`src/rtl/demux_channel_counter_if.sv`:
```
// Bus bundle for demux_channel_counter: demux event input, clear, and channel readout handshake.
interface demux_channel_counter_if #(
    parameter int unsigned CW = 8
) ();
    logic [3:0]    y_in;
    logic          in_valid;
    logic          clr;
    logic          rd_req;
    logic [1:0]    rd_ch;
    logic [CW-1:0] rd_data;
    logic          rd_valid;
    logic          err;

    modport master (
        output y_in, in_valid, clr, rd_req, rd_ch,
        input  rd_data, rd_valid, err
    );

    modport slave (
        input  y_in, in_valid, clr, rd_req, rd_ch,
        output rd_data, rd_valid, err
    );
endinterface

```
`src/rtl/demux_channel_counter.sv`:
```
// Per-channel event counters behind a one-hot 1-to-4 demux, with a snapshot readout FSM.
// Define DEMUX_CNT_SATURATE_EN to make counters saturate at 2^CW-1 instead of wrapping.
module demux_channel_counter #(
    parameter int unsigned CW = 8
) (
    input  logic                    clk,
    input  logic                    rst,
    demux_channel_counter_if.slave  bus
);
    localparam int unsigned NCH = 4;
    localparam int unsigned CHW = 2;

    typedef enum logic [1:0] {
        IDLE    = 2'd0,
        CAPTURE = 2'd1,
        HOLD    = 2'd2
    } rd_state_t;

    logic [CW-1:0]  r_cnt [NCH];
    logic           r_err;
    rd_state_t      r_state;
    logic [CHW-1:0] r_ch;
    logic [CW-1:0]  r_rd_data;
    logic           r_rd_valid;

    logic           w_multi;
    logic           w_onehot;
    logic [NCH-1:0] w_inc;
    logic [CW-1:0]  w_next [NCH];

    // x & (x-1) is non-zero exactly when two or more bits are set
    assign w_multi  = (bus.y_in & (bus.y_in - 4'd1)) != 4'd0;
    assign w_onehot = (bus.y_in != 4'd0) && !w_multi;
    assign w_inc    = (bus.in_valid && w_onehot) ? bus.y_in : 4'd0;

    always_comb begin
        for (int i = 0; i < NCH; i++) begin
            w_next[i] = r_cnt[i] + CW'(1);
`ifdef DEMUX_CNT_SATURATE_EN
            if (r_cnt[i] == {CW{1'b1}}) begin
                w_next[i] = r_cnt[i];
            end
`endif
        end
    end

    // Counters and sticky error; clear wins over any increment in the same cycle
    always_ff @(posedge clk or posedge rst) begin
        if (rst) begin
            for (int i = 0; i < NCH; i++) begin
                r_cnt[i] <= '0;
            end
            r_err <= 1'b0;
        end else if (bus.clr) begin
            for (int i = 0; i < NCH; i++) begin
                r_cnt[i] <= '0;
            end
            r_err <= 1'b0;
        end else begin
            for (int i = 0; i < NCH; i++) begin
                if (w_inc[i]) begin
                    r_cnt[i] <= w_next[i];
                end
            end
            if (bus.in_valid && w_multi) begin
                r_err <= 1'b1;
            end
        end
    end

    // Readout: snapshot is taken from the register value before the CAPTURE edge's increment
    always_ff @(posedge clk or posedge rst) begin
        if (rst) begin
            r_state    <= IDLE;
            r_ch       <= '0;
            r_rd_data  <= '0;
            r_rd_valid <= 1'b0;
        end else begin
            case (r_state)
                IDLE: begin
                    r_rd_valid <= 1'b0;
                    if (bus.rd_req) begin
                        r_ch    <= bus.rd_ch;
                        r_state <= CAPTURE;
                    end
                end
                CAPTURE: begin
                    r_rd_data  <= r_cnt[r_ch];
                    r_rd_valid <= 1'b1;
                    r_state    <= HOLD;
                end
                HOLD: begin
                    if (!bus.rd_req) begin
                        r_rd_valid <= 1'b0;
                        r_state    <= IDLE;
                    end
                end
                default: begin
                    r_rd_valid <= 1'b0;
                    r_state    <= IDLE;
                end
            endcase
        end
    end

    assign bus.rd_data  = r_rd_data;
    assign bus.rd_valid = r_rd_valid;
    assign bus.err      = r_err;
endmodule

```
`src/flat_wrapper.sv`:
```
// flat-port wrapper written by rule: the top's interface ports become plain ports
module demux_channel_counter_flat 
#(
    parameter int unsigned CW = 8
)
  (clk, rst, bus_y_in, bus_in_valid, bus_clr, bus_rd_req, bus_rd_ch, bus_rd_data, bus_rd_valid, bus_err);
  demux_channel_counter_if #(.CW(CW)) bus_i ();
  input  logic clk;
  input  logic rst;
  input wire logic [$bits(bus_i.y_in)-1:0] bus_y_in;
  input wire logic [$bits(bus_i.in_valid)-1:0] bus_in_valid;
  input wire logic [$bits(bus_i.clr)-1:0] bus_clr;
  input wire logic [$bits(bus_i.rd_req)-1:0] bus_rd_req;
  input wire logic [$bits(bus_i.rd_ch)-1:0] bus_rd_ch;
  output wire logic [$bits(bus_i.rd_data)-1:0] bus_rd_data;
  output wire logic [$bits(bus_i.rd_valid)-1:0] bus_rd_valid;
  output wire logic [$bits(bus_i.err)-1:0] bus_err;
  assign bus_i.y_in = bus_y_in;
  assign bus_i.in_valid = bus_in_valid;
  assign bus_i.clr = bus_clr;
  assign bus_i.rd_req = bus_rd_req;
  assign bus_i.rd_ch = bus_rd_ch;
  assign bus_rd_data = bus_i.rd_data;
  assign bus_rd_valid = bus_i.rd_valid;
  assign bus_err = bus_i.err;
  demux_channel_counter #(.CW(CW)) u_core (.clk(clk), .rst(rst), .bus(bus_i));
endmodule
```
`config.mk`:
```
export PLATFORM = sky130hd
export DESIGN_NAME = demux_channel_counter_flat
export DESIGN_NICKNAME = d
export VERILOG_FILES = /design/src/rtl/demux_channel_counter_if.sv /design/src/rtl/demux_channel_counter.sv /design/src/flat_wrapper.sv
export SDC_FILE = /design/constraint.sdc
export NUM_CORES = 1
export LEC_CHECK = 0
export BUFFER_PORTS_ARGS = -buffer_cell sky130_fd_sc_hd__buf_2
export CAP_MARGIN = 10
export CORE_UTILIZATION = 30
export DETAILED_ROUTE_END_ITERATION = 16
export GPL_ROUTABILITY_DRIVEN = 0
export PLACE_DENSITY = 0.53
export RECOVER_POWER = 25
export SLEW_MARGIN = 25
export SYNTH_ARGS = -nofsm -noshare
export SYNTH_HDL_FRONTEND = slang
export SYNTH_SLANG_ARGS = --single-unit
```
`constraint.sdc`:
```
create_clock -name clk -period 2.88 [get_ports clk]
set_input_delay 0.144 -clock clk [delete_from_list [all_inputs] [get_ports clk]]
set_output_delay 0.144 -clock clk [all_outputs]
set_load 0.01 [all_outputs]
```
### Yosys cells after proc, flatten, opt, wreduce, memory -nomap -nowiden

Cells that the tools add are included.

* multiply operators: 0
* muxes and demuxes: 16
* reductions and logical operators: 14
* shift-type cells: 0
* bitwise logic cells: 2
* add/sub/neg operators: 5
* $lt $le $gt $ge: 1
* equality and inequality tests: 4
* div/mod/pow operators: 0

Operators by type and width (number)
* 2-to-1 mux 8 bit: 6
* adder 8 x 1 -> 8 bit, second input constant: 4
* 2-to-1 mux 32 bit: 1
* binary-select mux 8 bit (select 2 bit): 1
* nonzero test 2 bit: 5
* nonzero test 4 bit: 2
* case mux 2 bit (3 select lines): 1
* bitwise AND 4 bit: 1
* 2-to-1 mux 2 bit: 2
* 2-to-1 mux 4 bit: 1
* inequality test 2 bit, second input constant: 2
* AND reduction 2 bit: 2
* subtractor 4 x 1 -> 4 bit, second input constant: 1
* >= comparator 3 bit, second input constant: 1
* logical AND 1 bit: 3
* 2-to-1 mux 1 bit: 3
* NOT 2 -> 3 bit: 1
* equality test 2 x 1 -> 1 bit, second input constant: 1
* equality test 2 bit, second input constant: 1
* zero test 2 bit: 1
* case mux 1 bit (2 select lines): 1
* zero test 1 bit: 1

* output and inout port bits: 10
* word-level logic and storage cells: 51
* input bits: 11
* latch bits: 0
* bits in writable memories: 0
* flip-flop bits (word level): 46
* memory bits (read-only): 0
* memories kept: 0

### Depth between registers and ports, before layout

* depth in word-level cells: 9
* depth in mapped cells: 5

### Least setup slack after synthesis

OpenSTA, ideal clock, no wires.

* path kind: in2reg
* start point: in bus_y_in[2]
* end point: reg u_core.r_cnt[20] (netlist bit)
* arrival time: 1534 ps
* stages: 5
* library setup time: 128 ps
* path slack: 1218 ps
* cell sequence: buf_2 or4b_4 buf_2 nor4_2 mux2_1

* word-level cells in the longest chain between the ends: 8

RTL lines
* from (decl): line flat_wrapper.sv:10 `input wire logic [$bits(bus_i.y_in)-1:0] bus_y_in;`
* subtractor 4 x 1 -> 4 bit: line demux_channel_counter.sv:32 `assign w_multi = (bus.y_in & (bus.y_in - 4'd1)) != 4'd0;`
* bitwise AND 4 bit: line demux_channel_counter.sv:32
* nonzero test 4 bit: line demux_channel_counter.sv:32
* zero test 1 bit: line demux_channel_counter.sv:33 `assign w_onehot = (bus.y_in != 4'd0) && !w_multi;`
* logical AND 1 bit *: line demux_channel_counter.sv:33
* logical AND 1 bit *: line demux_channel_counter.sv:34 `assign w_inc = (bus.in_valid && w_onehot) ? bus.y_in : 4'd0;`
* 2-to-1 mux 4 bit *: line demux_channel_counter.sv:34
* nonzero test 2 bit (no line) *
* to (signal, indexed assignment): line demux_channel_counter.sv:62 `r_cnt[i] <= w_next[i];`
* to (decl): line demux_channel_counter.sv:19 `logic [CW-1:0] r_cnt [NCH];`

Mark *: on every way between the ends. The rest lies on a longest branch, timed or not.
A chain may end at the register's enable or synchronous reset.

### Final worst setup path

* start point: reg u_core.r_ch[0]
* end point: reg u_core.r_rd_data[0] (netlist: u_core.bus.rd_data[0])

* word-level cells in the longest chain between the ends: 4

RTL lines
* from (decl): line demux_channel_counter.sv:22 `logic [CHW-1:0] r_ch;`
* from (signal assigned): line demux_channel_counter.sv:83 `r_ch <= bus.rd_ch;`
* NOT 2 -> 3 bit (implied by the code): line demux_channel_counter.sv:88 `r_rd_data <= r_cnt[r_ch];`
* binary-select mux 8 bit (select 2 bit): line demux_channel_counter.sv:88
* 2-to-1 mux 8 bit (implied by the code) (2 in series): line demux_channel_counter.sv:88
* to (signal assigned): line demux_channel_counter.sv:88
* to (decl): line demux_channel_counter.sv:23 `logic [CW-1:0] r_rd_data;`

No other way between the ends. The select of a mux whose other input is x is not followed.

==> results.py <==
metrics = {
    "run_status": {
        "outcome": "finished with violations",
        "violations": "capacitance limit, slew limit",
    },
    "timing": {
        "final.setup.tns_ns": 0,
        "maxSlewHeadroom": -0.385,
        "fmax_mhz": 640,
        "setup_violations": 0,
        "worst_pin_slew_ns": 2.07,
        "finalWorstPathRequiredPeriod_ns": 1.56,
        "finalHoldViolations": 0,
        "final-max-slew-violation-count": 47,
        "fin_worst_hold_slack_ns": 0.0801,
        "rsz0062_at_grt": "false",
        "post_route_fraction_of_the_period_consumed_by_the_critical_path": 0.543,
        "final.setup_skew_ns": 0.00542,
    },
    "synth": {
        "post_synth_most_frequent_cells": "sky130_fd_sc_hd__dfrtp_1, sky130_fd_sc_hd__a21oi_1, sky130_fd_sc_hd__o31ai_1, sky130_fd_sc_hd__or4_1, sky130_fd_sc_hd__o21ai_0",
        "most_instantiated_library_cell_after_synthesis": "sky130_fd_sc_hd__dfrtp_1",
        "avg_cell_area_syn_um2": 10.8,
        "ys_types": 34,
        "synth_largest_type_area_fraction": 0.459,
        "yosys_most_used_dff": "sky130_fd_sc_hd__dfrtp_1",
        "share_of_synthesized_area_occupied_by_flip_flops_and_latches": 0.459,
        "synth-warning-count": 0,
        "syn-num-nets": 247,
        "count_of_flip_flops_with_a_built_in_enable_after_synthesis": 0,
        "netlist.top_cell.by_area": "sky130_fd_sc_hd__dfrtp_1",
        "synth_area_leaders": "sky130_fd_sc_hd__dfrtp_1, sky130_fd_sc_hd__mux4_2, sky130_fd_sc_hd__a21oi_1, sky130_fd_sc_hd__mux2_2, sky130_fd_sc_hd__o31ai_1",
        "syn_area_um2": 2510,
        "synth-async-reset-ratio": 1.00,
        "ys_ff_latch": 46,
        "synthesis.instances": 232,
    },
    "clocking": {
        "cts_num_sinks": 46,
        "post-cts-setup-buffers": 0,
        "clk_latency_ns": 0.29,
        "clkTransAtPathRegs_ns": 0.09,
        "numCtsBuffers": 5,
        "cts_tree": "done",
        "cts_hold_buffers": 0,
        "cts-root-buf": "sky130_fd_sc_hd__clkbuf_8",
        "cts.path.max_buffers": 2,
        "cts_max_level": 2,
        "ctsResizeCount": 0,
    },
    "floorplanning": {
        "die-area_um2": 8720,
        "die_height_um": 93.4,
        "starting_utilization_of_the_core_area": 0.318,
        "placementRows": 32,
        "design.portCount": 21,
        "core_area_um2": 7890,
        "die_width_um": 93.4,
    },
    "detailed_routing": {
        "wl_per_cell_um": 16.2,
        "drt_drc_violations_left": 0,
        "post_drt_via_cell_ratio": 5.52,
        "routed-via-count": 1920,
        "drt-initial-drc-count": 95,
        "dr.pass1.iters": 4,
        "wirelength_um": 5650,
        "detail-route-antenna-nets": 0,
    },
    "setup_path": {
        "worst_setup_path_start_kind": "register",
        "worst_endpoint_data_arrival_time_ns": 1.75,
        "worst-path-max-fanout": 9,
        "timing.critical_path.to_type": "register",
        "crit_path_end": "u_core.bus.rd_data[0]",
        "critical_path.reg2reg.endpoint": "u_core.bus.rd_data[0]",
        "slowest_stage": "sky130_fd_sc_hd__dfrtp_1",
        "cpPeakStageDelay_ns": 0.59,
        "crit-reg2reg-launch": "u_core.r_ch[0]",
        "crit_path_start": "u_core.r_ch[0]",
        "critPathRequiredTime_ns": 3.07,
        "regToRegSetupSlack_ns": 1.32,
        "criticalPathCategory": "reg2reg",
        "path_cells": "mux4_2 > mux2_2",
        "worstRegToRegCells": 2,
    },
    "worst_hold_path": {
        "hold_path_class": "in2reg",
    },
    "grt": {
        "grt_max_degree": 47,
        "grt_pass1_vias": 1921,
        "remaining_global_route_overflow": 0,
        "grtUsageTotal": 0.146,
        "global_route_wire_length_before_repair_um": 9940,
        "grt_antenna_before_repair": 0,
    },
    "finish": {
        "fin_util": 0.347,
        "synthesis_to_finish_area_growth_pct": 9.34,
        "final.fill_count": 791,
        "layout-drive-gt1-share": 0.211,
        "final_nets": 260,
        "antennaDiodeCount": 0,
    },
    "power": {
        "cell_internal_power_uw": 949,
        "comb_power_share": 0.136,
        "maximum_vdd_drop_mv": 0.163,
        "fin_total_pwr_mw": 1.32,
        "p_switching_uw": 370,
        "power.sequential.fraction": 0.563,
        "power.share.switching": 0.281,
        "clock_power_share": 0.301,
        "leakagePower_nw": 1.08,
        "power_density_nw_per_um2": 481,
    },
    "job": {
        "cap_violations": 1,
    },
    "place": {
        "place_hpwl_um": 3960,
        "port_buffers": 20,
    },
}
## worst min path at each step
stage | end | depth (start not counted) | slack, ns | startpoint
after floorplan | u_core.r_ch[0] | 1 | 0.30 | bus_rd_ch[0]
after global placement | u_core.r_ch[0] | 2 | 0.38 | bus_rd_ch[0]
after detailed placement | u_core.r_ch[0] | 2 | 0.39 | bus_rd_ch[0]
after CTS | u_core.r_ch[1] | 2 | 0.07 | bus_rd_ch[1]
after global routing | u_core.r_ch[0] | 2 | 0.06 | bus_rd_ch[0]
final | u_core.r_ch[0] | 2 | 0.08 | bus_rd_ch[0]
## area by class of cell
type                    count  area [µm²]  area share
clock buffers               6        72.6      0.0265
clock inverters             2        13.8     0.00502
inverters                   9        35.0      0.0128
multi-input cells         163        1240       0.453
flip-flops and latches     46        1150       0.420
well taps                 102         128      0.0466
repair buffers             20         100      0.0365
## cells in the final DEF, fill, tap and decap left out, types with 5 or more instances in the layout
cell	instances
sky130_fd_sc_hd__nand2_1	8
sky130_fd_sc_hd__nand3_1	7
sky130_fd_sc_hd__or4_1	16
sky130_fd_sc_hd__mux2_2	11
sky130_fd_sc_hd__inv_1	8
sky130_fd_sc_hd__o31ai_1	16
sky130_fd_sc_hd__clkbuf_8	5
sky130_fd_sc_hd__mux4_2	8
sky130_fd_sc_hd__a21oi_1	30
sky130_fd_sc_hd__o21ai_0	13
sky130_fd_sc_hd__or3_1	11
sky130_fd_sc_hd__dfrtp_1	46
sky130_fd_sc_hd__nor2b_1	7
sky130_fd_sc_hd__buf_2	20
sky130_fd_sc_hd__nand4_1	11
## power groups by stage
stage / logic (mW) / clock network [mW] / registers, mW
2_1_floorplan: 0.194 / 0 / 0.708
3_3_place_gp: 0.181 / 0 / 0.757
3_5_place_dp: 0.184 / 0 / 0.759
4_1_cts: 0.184 / 0.413 / 0.747
5_1_grt: 0.198 / 0.444 / 0.757
6_report: 0.179 / 0.397 / 0.743
## per-layer routing
metal  vias up  global-route usage  part of all wire
li1        919                   -                 -
met1       974               0.194              0.48
met2        25               0.237              0.48
met3         2              0.0293             0.029
met4         0              0.0449            0.0060
met5         -                   0                 0
## cells by family (layout without fill, tap and decap cells)
group / count (synthesis) / in the layout / share of synthesized area
AND/OR/NAND/NOR: 74 / 74 / 0.195
AO/OA/AOI/OAI: 64 / 64 / 0.150
flip-flops: 46 / 46 / 0.459
buffers and inverters: 23 / 37 / 0.0459
multiplexers: 20 / 20 / 0.126
adder cells (fa/ha/maj): 5 / 5 / 0.0240
## critical path, delay by kind of cell, from the launching register on
| kind | cells | cell delay, ns |
|---|---|---|
| multiplexers | 2 | 0.87 |
| flip-flops | 1 | 0.59 |
## registers in the layout (all words and copies together), names as in the netlist
signal,count
u_core.r_cnt,32
u_core.bus.err,1
u_core.r_ch,2
u_core.r_state,2
u_core.bus.rd_valid,1
u_core.bus.rd_data,8
## per-stage QoR
| step | instances | area [µm²] | setup WS [ns] |
|---|---|---|---|
| 5_1_grt | 348 | 2740 | 1.20 |
| 3_3_place_gp | 340 | 2650 | 1.16 |
| 4_1_cts | 348 | 2740 | 1.29 |
| 6_report | 348 | 2740 | 1.32 |
| 3_5_place_dp | 340 | 2650 | 1.14 |
| 2_1_floorplan | 232 | 2510 | 1.22 |
Note: power is estimated with default switching activity, not from simulation.
